File: config.mk
export PLATFORM = sky130hd
export DESIGN_NAME = exe_redirect_ctrl_flat
export DESIGN_NICKNAME = d
export VERILOG_FILES = /design/src/rtl/exe_redirect_if.sv /design/src/rtl/exe_redirect_ctrl.sv /design/src/flat_wrapper.sv
export SDC_FILE = /design/constraint.sdc
export NUM_CORES = 1
export LEC_CHECK = 0
export CORE_MARGIN = 10
export CORE_UTILIZATION = 43
export DETAILED_ROUTE_END_ITERATION = 10
export PLACE_DENSITY = 0.8
export SLEW_MARGIN = 20
export SYNTH_ARGS = -nofsm -noshare
export SYNTH_HDL_FRONTEND = slang
export SYNTH_SLANG_ARGS = --single-unit
File: constraint.sdc
create_clock -name clk -period 2.7 [get_ports clk]
set_clock_uncertainty 0.05 [all_clocks]
set_input_delay 0.27 -clock clk [delete_from_list [all_inputs] [get_ports clk]]
set_output_delay 0.27 -clock clk [all_outputs]
set_load 0.005 [all_outputs]
File: src/rtl/exe_redirect_if.sv
// EXE-stage redirect/hazard bundle between the pipeline datapath and the redirect controller.
// The master side supplies the EXE/ID fields; the slave side returns PC-mux and clear controls.
interface exe_redirect_if #(
    parameter int unsigned CNT_W = 32
);
    logic              exe_is_beq;
    logic              exe_is_bne;
    logic              exe_is_jump;
    logic [31:0]       exe_bpc;
    logic              exe_zero;
    logic              exe_m2reg;
    logic              exe_wreg;
    logic [4:0]        exe_rn;
    logic [4:0]        id_rs;
    logic [4:0]        id_rt;
    logic              id_use_rs;
    logic              id_use_rt;

    logic              pc_redirect;
    logic [31:0]       pc_target;
    logic              stall;
    logic              flush_if_id;
    logic              flush_id_exe;
    logic [CNT_W-1:0]  taken_cnt;
    logic [CNT_W-1:0]  stall_cnt;

    modport master (
        output exe_is_beq, exe_is_bne, exe_is_jump, exe_bpc, exe_zero,
               exe_m2reg, exe_wreg, exe_rn, id_rs, id_rt, id_use_rs, id_use_rt,
        input  pc_redirect, pc_target, stall, flush_if_id, flush_id_exe,
               taken_cnt, stall_cnt
    );

    modport slave (
        input  exe_is_beq, exe_is_bne, exe_is_jump, exe_bpc, exe_zero,
               exe_m2reg, exe_wreg, exe_rn, id_rs, id_rt, id_use_rs, id_use_rt,
        output pc_redirect, pc_target, stall, flush_if_id, flush_id_exe,
               taken_cnt, stall_cnt
    );
endinterface

File: src/rtl/exe_redirect_ctrl.sv
// Resolves beq/bne/jump in EXE, drives the PC redirect, squashes wrong-path IF/ID and ID/EXE,
// inserts load-use bubbles and keeps saturating taken/stall event counters.
module exe_redirect_ctrl #(
    parameter int unsigned SQUASH_CYCLES = 2,
    parameter int unsigned CNT_W         = 32
) (
    input  logic         clk,
    input  logic         clrn,
    exe_redirect_if.slave bus
);
    localparam int unsigned SQ_W = 3;

    typedef enum logic [0:0] {
        RUN    = 1'b0,
        SQUASH = 1'b1
    } state_t;

    state_t           state;
    logic [SQ_W-1:0]  sq_cnt;
    logic [CNT_W-1:0] taken_q;
    logic [CNT_W-1:0] stall_q;
    logic             taken;
    logic             loaduse;

    // Branch resolution; overlapping is_* flags simply OR together.
    assign taken = bus.exe_is_jump
                 | (bus.exe_is_beq & bus.exe_zero)
                 | (bus.exe_is_bne & ~bus.exe_zero);

    // Register 0 is hard-wired, so a load into it can never create a hazard.
    assign loaduse = bus.exe_m2reg & bus.exe_wreg & (bus.exe_rn != 5'd0)
                   & ((bus.id_use_rs & (bus.id_rs == bus.exe_rn))
                    | (bus.id_use_rt & (bus.id_rt == bus.exe_rn)));

    assign bus.taken_cnt = taken_q;
    assign bus.stall_cnt = stall_q;

    // State, squash countdown and event counters.
    always_ff @(posedge clk) begin
        if (!clrn) begin
            state   <= RUN;
            sq_cnt  <= '0;
            taken_q <= '0;
            stall_q <= '0;
        end else begin
            unique case (state)
                RUN: begin
                    if (taken) begin
                        if (taken_q != '1) taken_q <= taken_q + CNT_W'(1);
                        if (SQUASH_CYCLES > 1) begin
                            state  <= SQUASH;
                            sq_cnt <= SQ_W'(SQUASH_CYCLES - 1);
                        end
                    end else if (loaduse) begin
                        if (stall_q != '1) stall_q <= stall_q + CNT_W'(1);
                    end
                end
                SQUASH: begin
                    sq_cnt <= sq_cnt - SQ_W'(1);
                    if (sq_cnt == SQ_W'(1)) state <= RUN;
                end
                default: state <= RUN;
            endcase
        end
    end

    // Mealy control outputs; held low while reset is asserted.
    always_comb begin
        bus.pc_redirect  = 1'b0;
        bus.pc_target    = 32'd0;
        bus.stall        = 1'b0;
        bus.flush_if_id  = 1'b0;
        bus.flush_id_exe = 1'b0;
        if (clrn) begin
            unique case (state)
                RUN: begin
                    if (taken) begin
                        bus.pc_redirect  = 1'b1;
                        bus.pc_target    = bus.exe_bpc;
                        bus.flush_if_id  = 1'b1;
                        bus.flush_id_exe = 1'b1;
                    end else if (loaduse) begin
                        bus.stall        = 1'b1;
                        bus.flush_id_exe = 1'b1;
                    end
                end
                SQUASH: begin
                    bus.flush_if_id  = 1'b1;
                    bus.flush_id_exe = 1'b1;
                end
                default: ;
            endcase
        end
    end
endmodule

File: src/flat_wrapper.sv
// flat-port wrapper written by rule: the top's interface ports become plain ports
module exe_redirect_ctrl_flat 
#(
    parameter int unsigned SQUASH_CYCLES = 2,
    parameter int unsigned CNT_W         = 32
)
  (clk, clrn, bus_exe_is_beq, bus_exe_is_bne, bus_exe_is_jump, bus_exe_bpc, bus_exe_zero, bus_exe_m2reg, bus_exe_wreg, bus_exe_rn, bus_id_rs, bus_id_rt, bus_id_use_rs, bus_id_use_rt, bus_pc_redirect, bus_pc_target, bus_stall, bus_flush_if_id, bus_flush_id_exe, bus_taken_cnt, bus_stall_cnt);
  exe_redirect_if #(.CNT_W(CNT_W)) bus_i ();
  input  logic clk;
  input  logic clrn;
  input wire logic [$bits(bus_i.exe_is_beq)-1:0] bus_exe_is_beq;
  input wire logic [$bits(bus_i.exe_is_bne)-1:0] bus_exe_is_bne;
  input wire logic [$bits(bus_i.exe_is_jump)-1:0] bus_exe_is_jump;
  input wire logic [$bits(bus_i.exe_bpc)-1:0] bus_exe_bpc;
  input wire logic [$bits(bus_i.exe_zero)-1:0] bus_exe_zero;
  input wire logic [$bits(bus_i.exe_m2reg)-1:0] bus_exe_m2reg;
  input wire logic [$bits(bus_i.exe_wreg)-1:0] bus_exe_wreg;
  input wire logic [$bits(bus_i.exe_rn)-1:0] bus_exe_rn;
  input wire logic [$bits(bus_i.id_rs)-1:0] bus_id_rs;
  input wire logic [$bits(bus_i.id_rt)-1:0] bus_id_rt;
  input wire logic [$bits(bus_i.id_use_rs)-1:0] bus_id_use_rs;
  input wire logic [$bits(bus_i.id_use_rt)-1:0] bus_id_use_rt;
  output wire logic [$bits(bus_i.pc_redirect)-1:0] bus_pc_redirect;
  output wire logic [$bits(bus_i.pc_target)-1:0] bus_pc_target;
  output wire logic [$bits(bus_i.stall)-1:0] bus_stall;
  output wire logic [$bits(bus_i.flush_if_id)-1:0] bus_flush_if_id;
  output wire logic [$bits(bus_i.flush_id_exe)-1:0] bus_flush_id_exe;
  output wire logic [$bits(bus_i.taken_cnt)-1:0] bus_taken_cnt;
  output wire logic [$bits(bus_i.stall_cnt)-1:0] bus_stall_cnt;
  assign bus_i.exe_is_beq = bus_exe_is_beq;
  assign bus_i.exe_is_bne = bus_exe_is_bne;
  assign bus_i.exe_is_jump = bus_exe_is_jump;
  assign bus_i.exe_bpc = bus_exe_bpc;
  assign bus_i.exe_zero = bus_exe_zero;
  assign bus_i.exe_m2reg = bus_exe_m2reg;
  assign bus_i.exe_wreg = bus_exe_wreg;
  assign bus_i.exe_rn = bus_exe_rn;
  assign bus_i.id_rs = bus_id_rs;
  assign bus_i.id_rt = bus_id_rt;
  assign bus_i.id_use_rs = bus_id_use_rs;
  assign bus_i.id_use_rt = bus_id_use_rt;
  assign bus_pc_redirect = bus_i.pc_redirect;
  assign bus_pc_target = bus_i.pc_target;
  assign bus_stall = bus_i.stall;
  assign bus_flush_if_id = bus_i.flush_if_id;
  assign bus_flush_id_exe = bus_i.flush_id_exe;
  assign bus_taken_cnt = bus_i.taken_cnt;
  assign bus_stall_cnt = bus_i.stall_cnt;
  exe_redirect_ctrl #(.SQUASH_CYCLES(SQUASH_CYCLES), .CNT_W(CNT_W)) u_core (.clk(clk), .clrn(clrn), .bus(bus_i));
endmodule
**Yosys cells after proc, flatten, opt, wreduce, memory -nomap -nowiden**

Index checks and enable logic that the tools add are counted.

- Reductions and logical operators: 3
- Bitwise gates (word level): 13
- Add/sub/neg operators: 3
- Equality and inequality tests: 6
- Mux-type cells: 19

Operators by type and width:

| operator | count |
|---|---|
| two-way mux 32 bit | 3 |
| adder 32 x 1 -> 32 bit (second input constant) | 2 |
| != test 32 bit (second input constant) | 2 |
| two-way mux 1 bit | 11 |
| equality test 5 bit | 2 |
| bitwise AND 1 bit | 7 |
| case mux 1 bit (2 select lines) | 3 |
| case mux 3 bit (2 select lines) | 1 |
| nonzero test 5 bit | 1 |
| AND reduction 4 bit | 1 |
| equality test 3 x 1 -> 1 bit (second input constant) | 1 |
| two-way mux 3 bit | 1 |
| NOT 1 bit | 3 |
| OR 1 bit | 3 |
| AND reduction 3 bit | 1 |
| subtractor 3 x 1 -> 3 bit (second input constant) | 1 |
| != test 2 x 1 -> 1 bit (second input constant) | 1 |

- Word-level logic and storage cells: 48
- Input port bits: 57
- Bits in registers: 68
- Output and inout bits: 100

**Depth between registers and ports, before layout**

- Word-level depth: 8
- Mapped depth: 9
- Depth with buffers taken out: 7

**Worst setup path before layout**

No wires, ideal clock.

- Path type: register -> register
- Start: register u_core.stall_q[0] (netlist: u_core.bus.stall_cnt[0])
- End: register u_core.stall_q[28] (netlist: u_core.bus.stall_cnt[28])
- Clock period less this slack: 2.240 ns
- Stages on the path, launching flop included: 8
- Setup time: 0.070 ns
- Arrival: 2.120 ns
- Slack: 0.460 ns
- Path buffers: 0
- Data required time: 2.580 ns
- Path through: dfxtp_1 > ha_1 > nand4_1 > or4_4 > nor2_4 > nand4_1 > or3_1 > a21oi_1

- Longest elaborated chain between the ends: 2
- Elaborated cells between the ends (all ways): 3
- Classes of those cells: add/sub (1); eq/ne (1); reduce/logical (1)

RTL lines:

| element | line | source |
|---|---|---|
| from (decl) | exe_redirect_ctrl.sv:21 | `logic [CNT_W-1:0] stall_q;` |
| from (signal assigned) | exe_redirect_ctrl.sv:55 | `if (stall_q != '1) stall_q <= stall_q + CNT_W'(1);` |
| branches (longest 2 deep; another with adder 32 x 1 -> 32 bit) | -- |  |

Several ways; the timed one is not identified.
A chain may end at the register's enable or synchronous reset.

**Worst setup path in the final report**

- Start: input bus_exe_rn[0]
- End: output bus_stall

- Longest elaborated chain between the ends: 8
- Elaborated cells between the ends (all ways): 12
- Classes of those cells: eq/ne (2); mux (4); bitwise (5); reduce/logical (1)

RTL lines:

| element | line | source |
|---|---|---|
| from (decl) | flat_wrapper.sv:18 | `input wire logic [$bits(bus_i.exe_rn)-1:0] bus_exe_rn;` |
| equality test 5 bit, on equally long branches | exe_redirect_ctrl.sv:32, exe_redirect_ctrl.sv:33 |  |
| bitwise AND 1 bit, on equally long branches | exe_redirect_ctrl.sv:32, exe_redirect_ctrl.sv:33 |  |
| OR 1 bit | exe_redirect_ctrl.sv:33 | `\| (bus.id_use_rt & (bus.id_rt == bus.exe_rn)));` |
| bitwise AND 1 bit (*) | exe_redirect_ctrl.sv:32 | `& ((bus.id_use_rs & (bus.id_rs == bus.exe_rn))` |
| two-way mux 1 bit (*) | exe_redirect_ctrl.sv:82 | `end else if (loaduse) begin` |
| two-way mux 1 bit (*) | exe_redirect_ctrl.sv:77 | `if (taken) begin` |
| two-way mux 1 bit (*) | exe_redirect_ctrl.sv:75 | `unique case (state)` |
| two-way mux 1 bit (*) | exe_redirect_ctrl.sv:74 | `if (clrn) begin` |
| to (decl) | flat_wrapper.sv:25 | `output wire logic [$bits(bus_i.stall)-1:0] bus_stall;` |

Every way passes the cells marked *; elsewhere a longest branch is shown, timed or not.

==> run metrics <==
status=completed; CP Capture Type=output port; top-area cell type share of the netlist area=35.9%; Die X=about 110 um; YS warnings=0; clock power share=approximately two fifths; Levels on crit path=6; largest net degree at the start of global routing=47; number of flops mapped to enable cells by yosys=0; setup tns final=0 ns; Max Clock Freq=0.378 GHz; Crit path arrival time=about 2.3 ns; number of top-level pins=157; number of remaining DRC errors=0; TritonCTS buffer count=9; Slew Limit Headroom=a little under three fifths; Die ar.=0.0130 mm2; GRT Total Usage=18.6%; Max IR drop VDD=267 uV; vias in the first global route=roughly 4100; post-route ant nets=0; layout cells sized above 1=8.62%; FF-to-FF setup slack=0.23 ns; RSZ-0062 raised after global routing=false; Clock transition at path regs=0.07 ns; post-synth cell types=49; clock insertion delay at the later pin of the skew report=0.35 ns; max cap viols=0; RR Startpoint=u_core.bus.stall_cnt[1]$_SDFFE_PN0P_; Pleak=2.15 nW; Syn Inst Count=465; routability cong.=0.809; Synth Area in XOR/XNOR=between 10 and 15%; critical path's top delay family=buffers and inverters; Design Power=2.28 mW; fin crit share=98.0%; Critical R2R Capture=u_core.bus.stall_cnt[28]$_SDFFE_PN0P_; cell repeated most along the worst path=clkdlybuf4s50_1; global route overflow=0; Hold Crit Endpoint=u_core.bus.stall_cnt[30]$_SDFFE_PN0P_; Area contributors post-synth=dfxtp_1, and3_1, xor2_1, nor2_1, nand4_1; H-tree depth=3; Area Growth Syn to Fin=53.1%; Critical Path RT=2.38 ns; nets=694; crit path max fanout=5; routed vias/inst=5.55; Hold Buf Count CTS=0; Synth Area in Compound Gates=8.98%; Final Slew Violations=0; # rows=34; Async SR Flop Fraction=0%; Fin. Hold Viols=0; fillers=685; register area share after synthesis=about 36%; CTS root buf=clkbuf_8; sw power=around 0.56 mW; Avg Synthesized Cell Area=8.15 um2; initial antenna violation count=0; Mapped Nets=526; Setup CP Type=in2out; clock tree buffer depth=2; CP max-delay cell=or4_1; drt first-iter violations=237; largest family of logic cells by synthesized area=simple AND/OR/NAND/NOR gates; dpl hpwl=around 9.6 mm; Initial Util=43.9%; Reg2Reg Depth=7; drt wl/cell=16.7 um; first-pass GRT wire length=20.3 mm; Cell Int Power=1.72 mW; cell taking the most area after synthesis=dfxtp_1; CTS sink count=between 60 and 70; slowest cell delay on critical path=approximately 0.60 ns; Synth Area in Adders=~1.3%; detailed-route via count=4139; Inserted Diodes=0; crit start category=primary input; mux contribution to synthesized area=~1.2%; CTS tree=done; Total Routed Length=12.5 mm; Min-Delay Path Class=reg2reg; die height=114 um; final number of setup-violating endpoints=0; number of port buffers=156; P per Cell Area=394 mW/mm2; post-synthesis simple-gate area fraction=38.0%; DRT Pass-1 Iters=5; Post-CTS Setup Bufs=0; Switching Share=24.6%; prevailing post-synth register cell=dfxtp_1; Seq cells post-synth=68; minimum clock period=roughly 2.6 ns; Worst Hold Depth=2; Hold Path Origin=u_core.bus.stall_cnt[30]$_SDFFE_PN0P_; Worst setup startpoint=bus_exe_rn[0]; sequential power share=between 40% and 50%; Mapped Area=0.00379 mm2; worst path bufs/invs=2; Gate power share=13.6%; worst-path cell chain=clkdlybuf4s50_1, or4_1, o211ai_4, nor2_8, and3_1, clkdlybuf4s50_1; Slew @ Worst Pin=0.635 ns; core box area=around 0.0086 mm2
cell usage after synthesis (all sizes together) (2+ instances only):
cell type,n
a21oi,17
a31oi,3
and2,6
and3,49
and4,7
clkbuf,20
dfxtp,68
ha,4
inv,8
mux2i,3
nand2,31
nand2b,3
nand3,31
nand4,32
nand4b,2
nor2,57
nor2b,2
nor3,14
nor4,6
o211ai,2
o21ai,13
o21bai,4
o311a,2
o31ai,3
or3,12
or4,5
xnor2,20
xor2,30
tightest hold or removal path, stage by stage, from the launching register on:
cell and delay, ns:
dfxtp_1 0.33, nand2_1 0.06, mux2i_1 0.06
worst max path at each step:
stage,end
after floorplan,u_core.bus.stall_cnt[28]$_SDFFE_PN0P_
after global placement,bus_stall
after detailed placement,u_core.bus.stall_cnt[23]$_SDFFE_PN0P_
after CTS,bus_stall
after global routing,bus_stall
final,bus_stall
final cells by class:
| type | count | area, um2 | area share [%] |
|---|---|---|---|
| Inverter | 8 | 30.0 | 0.518 |
| Multi-Input combinational cell | 368 | 2320 | 40.1 |
| Clock inverter | 7 | 98.8 | 1.70 |
| Sequential cell | 68 | 1360 | 23.5 |
| Timing Repair Buffer | 178 | 1730 | 29.8 |
| Tap cell | 108 | 135 | 2.33 |
| Clock buffer | 9 | 124 | 2.14 |
routing by layer:
metal	part of all wire, %	GRT usage [%]	wire length, um	up-vias
li1	-	-	-	2025
met4	0.70	3.09	87	0
met5	0	0	0	-
met3	8.4	7.09	1050	8
met2	49	31.6	6170	154
met1	41	22.1	5180	1952
logic make-up (layout without fill, tap and decap cells):
| group | count (synthesis) | in the layout |
|---|---|---|
| buffers and inverters | 29 | 202 |
| and+or+nand+nor | 258 | 258 |
| adders and majority gates | 4 | 4 |
| muxes | 4 | 4 |
| xor gates and xnor gates | 50 | 50 |
| DFF | 68 | 68 |
| AOI/OAI and AO/OA | 52 | 52 |
cells in the final DEF, fill, tap and decap left out, types with 17 or more instances in the layout:
cell,instances
xor2_1,30
nand4_1,31
xnor2_1,20
nand3_1,28
nor2_1,55
a21oi_1,17
and3_1,49
dfxtp_1,68
clkdlybuf4s50_1,156
buf_4,22
nand2_1,31
through the flow:
step | cell area, um2 | setup WS, ns | util, % | hold WS [ns] | cells
final | 5800 | 0.0530 | 67.2 | 0.442 | 746
after global routing | 5800 | 0.00730 | 67.2 | 0.487 | 746
after CTS | 5790 | 0.0309 | 67.1 | 0.442 | 746
after detailed placement | 5570 | 0.0238 | 64.5 | 0.424 | 730
after global placement | 5570 | 0.0570 | 64.5 | 0.410 | 730
after floorplan | 3790 | 0.460 | - | 0.397 | 465
state kept, by name (all words and copies together), names as in the netlist:
| signal | flops |
|---|---|
| u_core.bus.stall_cnt | 32 |
| u_core.bus.taken_cnt | 32 |
| u_core.sq_cnt | 3 |
| u_core.state | 1 |
power groups by stage:
stage / Clock [mW] / Sequential (mW) / Combinational, mW
global placement: 0 / 1.05 / 0.303
CTS: 0.961 / 1.02 / 0.311
floorplan: 0 / 1.05 / 0.120
finish: 0.950 / 1.02 / 0.310
global route: 1.01 / 1.03 / 0.338
detailed placement: 0 / 1.05 / 0.309
what timing repair did:
| action | 4_1_cts | 5_1_grt |
|---|---|---|
| resized for setup | 0 | 1 |
| endpoints found under the setup margin | 0 | 1 |
| endpoints found under the hold margin | 0 | 0 |
(Power assumes the default switching activity.)
